`src/rtl/cpack_line_packer.sv`:
```
// cpack_line_packer: packs LANES variable-length codes per beat into LINE_W-bit lines
module cpack_line_packer #(
  parameter int LANES  = 2,
  parameter int CODE_W = 34,
  parameter int LINE_W = 128,
  parameter int LEN_W  = $clog2(CODE_W + 1)
) (
  input  logic                      i_clk,
  input  logic                      i_reset,
  input  logic                      i_valid,
  output logic                      o_ready,
  input  logic [LANES*CODE_W-1:0]   i_code,
  input  logic [LANES*LEN_W-1:0]    i_len,
  input  logic                      i_last,
  output logic                      o_valid,
  input  logic                      i_ready,
  output logic [LINE_W-1:0]         o_line,
  output logic [$clog2(LINE_W+1)-1:0] o_line_bits,
  output logic                      o_last,
  output logic                      o_len_err,
  output logic [31:0]               o_total_bits
);
  localparam int ACC_W = LINE_W + LANES * CODE_W;
  localparam int FW    = $clog2(ACC_W + 1);
  localparam int BW    = $clog2(LINE_W + 1);
  typedef enum logic {RUN, FLUSH} state_t;
  state_t             state;
  logic [ACC_W-1:0]   acc, ins;
  logic [FW-1:0]      fill, off;
  logic [LEN_W-1:0]   len;
  logic               err, accept, free, full, closing;
  assign full    = fill >= FW'(LINE_W);
  assign o_ready = !full && state == RUN;
  assign accept  = i_valid && o_ready;
  assign free    = !o_valid || i_ready;
  assign closing = state == FLUSH && fill <= FW'(LINE_W);
  // Bits above fill are always zero, so new lanes can be OR-ed in place
  always_comb begin
    ins = '0;
    off = fill;
    err = 1'b0;
    len = '0;
    for (int k = 0; k < LANES; k++) begin
      len = i_len[k*LEN_W +: LEN_W] > LEN_W'(CODE_W) ? LEN_W'(CODE_W) : i_len[k*LEN_W +: LEN_W];
      err = err | (i_len[k*LEN_W +: LEN_W] > LEN_W'(CODE_W));
      ins = ins | (ACC_W'(i_code[k*CODE_W +: CODE_W] & ~({CODE_W{1'b1}} << len)) << off);
      off = off + FW'(len);
    end
  end
  always_ff @(posedge i_clk or negedge i_reset)
    if (!i_reset) begin
      state        <= RUN;
      acc          <= '0;
      fill         <= '0;
      o_valid      <= 1'b0;
      o_line       <= '0;
      o_line_bits  <= '0;
      o_last       <= 1'b0;
      o_len_err    <= 1'b0;
      o_total_bits <= '0;
    end else begin
      if (o_valid && i_ready) o_valid <= 1'b0;
      if (accept) begin
        acc          <= acc | ins;
        fill         <= off;
        o_total_bits <= o_total_bits + 32'(off - fill);
        o_len_err    <= o_len_err | err;
        if (i_last) state <= FLUSH;
      end else if (free && (full || state == FLUSH)) begin
        o_valid     <= 1'b1;
        o_line      <= acc[LINE_W-1:0];
        o_line_bits <= full ? BW'(LINE_W) : BW'(fill);
        o_last      <= closing;
        acc         <= full ? acc >> LINE_W : '0;
        fill        <= full ? fill - FW'(LINE_W) : '0;
        if (closing) state <= RUN;
      end
    end
endmodule
```
`config.mk`:
```
export PLATFORM = sky130hd
export DESIGN_NAME = cpack_line_packer
export DESIGN_NICKNAME = d
export VERILOG_FILES = /design/src/rtl/cpack_line_packer.sv
export SDC_FILE = /design/constraint.sdc
export NUM_CORES = 1
export LEC_CHECK = 0
export ABC_CLOCK_PERIOD_IN_PS = 9560
export CORE_MARGIN = 3
export CORE_UTILIZATION = 40
export CTS_BUF_LIST = sky130_fd_sc_hd__clkbuf_8
export DETAILED_ROUTE_END_ITERATION = 8
export DONT_BUFFER_PORTS = 1
export PLACE_DENSITY_LB_ADDON = 0.3
export SLEW_MARGIN = 10
export SYNTH_ARGS = -nofsm -noshare
export SYNTH_HDL_FRONTEND = slang
export SYNTH_SLANG_ARGS = --single-unit
```
`constraint.sdc`:
```
create_clock -name i_clk -period 9.56 [get_ports i_clk]
set_input_delay 1.912 -clock i_clk [delete_from_list [all_inputs] [get_ports i_clk]]
set_output_delay 1.912 -clock i_clk [all_outputs]
set_load 0.005 [all_outputs]
```
==> summary.md <==
## Status
• status: complete, but fails checks
• violations in the final reports: max-capacitance violations

## STA
• count of endpoints failing hold in the final timing report: 0
• worst clock skew: 0.04481 ns
• Highest Clock Rate: 114.3 MHz
• setup repair after global routing missed its margin: no
• pin slew with the least headroom to its limit: 1.453 ns
• fin. max-slew vios: 0
• Post-Route Setup TNS: 0 ns
• final worst path period need: 8.746 ns
• share of the clock period used by the worst path after layout: 0.9148
• relative slew slack: 0.003821
• total setup violations reported at the end of the flow: 0

## Finish
• most used cells in the layout excluding fill and tap cells: sky130_fd_sc_hd__nand2_1 (679), sky130_fd_sc_hd__dfrtp_1 (371), sky130_fd_sc_hd__nor2_1 (240)
• # nets final: 3,325
• fraction of layout instances using a drive strength above 1: 0.1102
• growth of design area from synthesis to finish: 8.759%
• most common cell after layout, fill and taps aside: sky130_fd_sc_hd__nand2_1

## Flow run
• Max-cap violations: 1

## Synthesis
• post-synthesis sequential area ratio: 0.3507
• share of synthesized cell area in full adder, half adder and majority cells: 0.02658
• Syn Inst Count: 3,287
• count of cell types in the netlist: 102
• netlist area before placement: 0.02683 mm^2
• number of synthesized flops with an enable pin: 0
• fraction of synthesized area in multiplexers: 0.06609
• synthesized-area fraction occupied by ao, oa, aoi and oai cells: 0.2937
• Primary FF master, synth: sky130_fd_sc_hd__dfrtp_1
• post-synthesis xor/xnor area fraction: 0.01432
• synthesized net count: 3,425
• dominant combinational cell family by area after synthesis: compound AO/OA/AOI/OAI gates
• share of synthesized flip-flops with an asynchronous set or reset: 1.000
• flop and latch count out of synthesis: 376
• Synthesis Warnings: 0
• Post-Synth Simple-Gate Area: 0.2016
• synthesized area divided by synthesized cell count: 8.162 um^2

## Routing
• number of nets still failing antenna checks after routing: 0
• via count: 28,300
• Wirelength per Cell: 33.33 um
• total DRC errors in the routed layout: 0
• Pre-antenna DRT Iters: 8
• routed via count divided by cell count: 6.886
• sum of routed wire length over all layers: 136,900 um
• drt first-iter violations: 4,344

## Place
• RD Place Congestion: 1.051
• count of input and output buffers: 0
• Detail Placement HPWL: 98,500 um

## Floorplanning
• Placement Rows: 94
• Die Footprint: 0.07021 mm^2
• die boundary height: 265.0 um
• starting utilization of the core area: 0.4059
• area of the placeable core: 0.06610 mm^2
• Die X: 265.0 um
• top-level port count: 257

## Clocking
• clock buffer count from CTS: 71
• number of levels in the clock H-tree: 3
• CTS hold repair buffers: 0
• insertion delay to the later sink of the worst-skew pair: 0.69 ns
• post-cts gate resize count: 0
• CTS tree: yes
• buffer depth of the longest clock path: 3
• buffer type at the clock tree root: sky130_fd_sc_hd__clkbuf_8
• total clock sinks: 376
• setup repair bufs after CTS: 0
• clock edge transition at the registers on the reported setup and hold paths: 0.06 ns

## GRT
• number of antenna violations at the first check in global routing: 11
• Overall Global Routing Usage: 0.3784
• maximum number of pins on one net before global-route repair: 377
• global-route wire length before repair: 194,300 um
• GRT overflow: 0
• vias in the first global route: 26,390

## Worst setup path
• startpoint types: input pin
• largest fanout on the critical path: 20
• family with the most delay on the worst path: compound AO/OA/AOI/OAI gates
• slowest stage cell, crit path: sky130_fd_sc_hd__a21oi_2
• crit path DAT: 9.34 ns
• CP Class: in -> reg
• data required time of the worst path: 10.15 ns
• number of buffer and inverter stages on the critical path: 6
• Slowest Stage Delay on Critical Path: 0.65 ns
• Worst Setup End Kind: flip-flop

## Worst hold path
• path type of the worst min-delay path: reg -> reg

## logic make-up after synthesis
family | Yosys count
and+or+nand+nor | 1256
buffers and inverters | 315
xor gates and xnor gates | 40
adders and majority gates | 55
muxes | 127
AOI/OAI and AO/OA | 1118
DFF | 376
## routing by layer
metal,vias up,track usage,share of wire
li1,12050,-,-
met1,13890,0.4902,0.39
met2,1890,0.5532,0.42
met3,465,0.1057,0.11
met4,4,0.2497,0.078
met5,-,0,0.00020
## metrics by stage
stage / util / worst slack (ns) / instances / hold slack (ns) / area [um^2]
2_1_floorplan: - / 0.3630 / 3287 / 0.4376 / 26830
3_3_place_gp: 0.4184 / 0.3655 / 3978 / 0.4499 / 27660
3_5_place_dp: 0.4184 / 0.1630 / 3978 / 0.4497 / 27660
4_1_cts: 0.4410 / 0.8889 / 4104 / 0.4676 / 29150
5_1_grt: 0.4413 / 0.1848 / 4106 / 0.4904 / 29170
6_report: 0.4414 / 0.8140 / 4109 / 0.4627 / 29180
## Yosys cell counts, drive strengths merged (24+ instances only)
master | count | share of area
a211oi | 57 | 0.017
a21o | 43 | 0.012
a21oi | 196 | 0.037
a221oi | 42 | 0.014
a22o | 36 | 0.012
a22oi | 37 | 0.011
a31oi | 45 | 0.010
a32oi | 27 | 0.0088
and2 | 27 | 0.0063
and3 | 29 | 0.0068
buf | 86 | 0.015
clkbuf | 183 | 0.026
dfrtp | 376 | 0.35
ha | 49 | 0.023
inv | 45 | 0.0063
mux2 | 39 | 0.016
mux2i | 54 | 0.021
mux4 | 34 | 0.029
nand2 | 680 | 0.095
nand2b | 24 | 0.0056
nand3 | 97 | 0.018
nor2 | 243 | 0.034
nor3 | 69 | 0.014
o211ai | 56 | 0.016
o21a | 33 | 0.0092
o21ai | 217 | 0.041
o221ai | 36 | 0.012
o22ai | 47 | 0.011
o31ai | 28 | 0.0078
xnor2 | 26 | 0.0097
## cell type report
class / count / area [um^2]
antenna: 5 / 12.51
clock buffer: 88 / 1211
clock inverter: 38 / 280.3
fill: 6700 / 36920
inverter: 46 / 172.7
multi-input combinational: 2596 / 16280
sequential: 376 / 9415
tap: 864 / 1081
timing repair buffer: 96 / 720.7
## worst register-to-register path, stage by stage (launching register included)
cell and delay (ns):
sky130_fd_sc_hd__dfrtp_1 0.34, sky130_fd_sc_hd__inv_1 0.04, sky130_fd_sc_hd__buf_4 0.25, sky130_fd_sc_hd__fa_1 0.55
sky130_fd_sc_hd__inv_1 0.10, sky130_fd_sc_hd__o21ai_1 0.08, sky130_fd_sc_hd__o32ai_1 0.56, sky130_fd_sc_hd__or3_1 0.19
sky130_fd_sc_hd__buf_4 0.18, sky130_fd_sc_hd__nand2_1 0.09, sky130_fd_sc_hd__inv_1 0.09, sky130_fd_sc_hd__ha_1 0.26
sky130_fd_sc_hd__xnor2_1 0.26, sky130_fd_sc_hd__ha_1 0.30, sky130_fd_sc_hd__inv_1 0.08, sky130_fd_sc_hd__o21bai_1 0.07
sky130_fd_sc_hd__a21oi_1 0.23, sky130_fd_sc_hd__o21bai_1 0.11, sky130_fd_sc_hd__a21oi_2 0.65, sky130_fd_sc_hd__buf_4 0.36
sky130_fd_sc_hd__ha_1 0.34, sky130_fd_sc_hd__a2111oi_0 0.64, sky130_fd_sc_hd__nand2_1 0.12, sky130_fd_sc_hd__a211oi_1 0.43
sky130_fd_sc_hd__a21oi_1 0.23, sky130_fd_sc_hd__a31oi_1 0.24, sky130_fd_sc_hd__mux2i_1 0.23, sky130_fd_sc_hd__xnor2_1 0.14
## worst paths after layout
check | startpoint | to | slack [ns] | cells past startpoint
max in group asynchronous | i_reset | fill[7] | 7.78 | 0
worst max-delay path | i_len[0] | o_total_bits[31] | 0.81 | 30
worst min-delay path | acc[127] | o_line[127] | 0.46 | 2
min in group asynchronous | i_reset | acc[83] | 0.95 | 0
worst min register to register | acc[127] | o_line[127] | 0.46 | 2
worst max register to register | fill[1] | o_total_bits[31] | 2.31 | 27
## flip-flops by register name, indices dropped and copies added, names as in the netlist
name and count:
acc 196, fill 8, o_last 1, o_len_err 1, o_line 128, o_line_bits 8, o_total_bits 32, o_valid 1
state 1
Power is not shown: default switching activity piles up to over one toggle a cycle in this logic, so the estimate is an artifact.
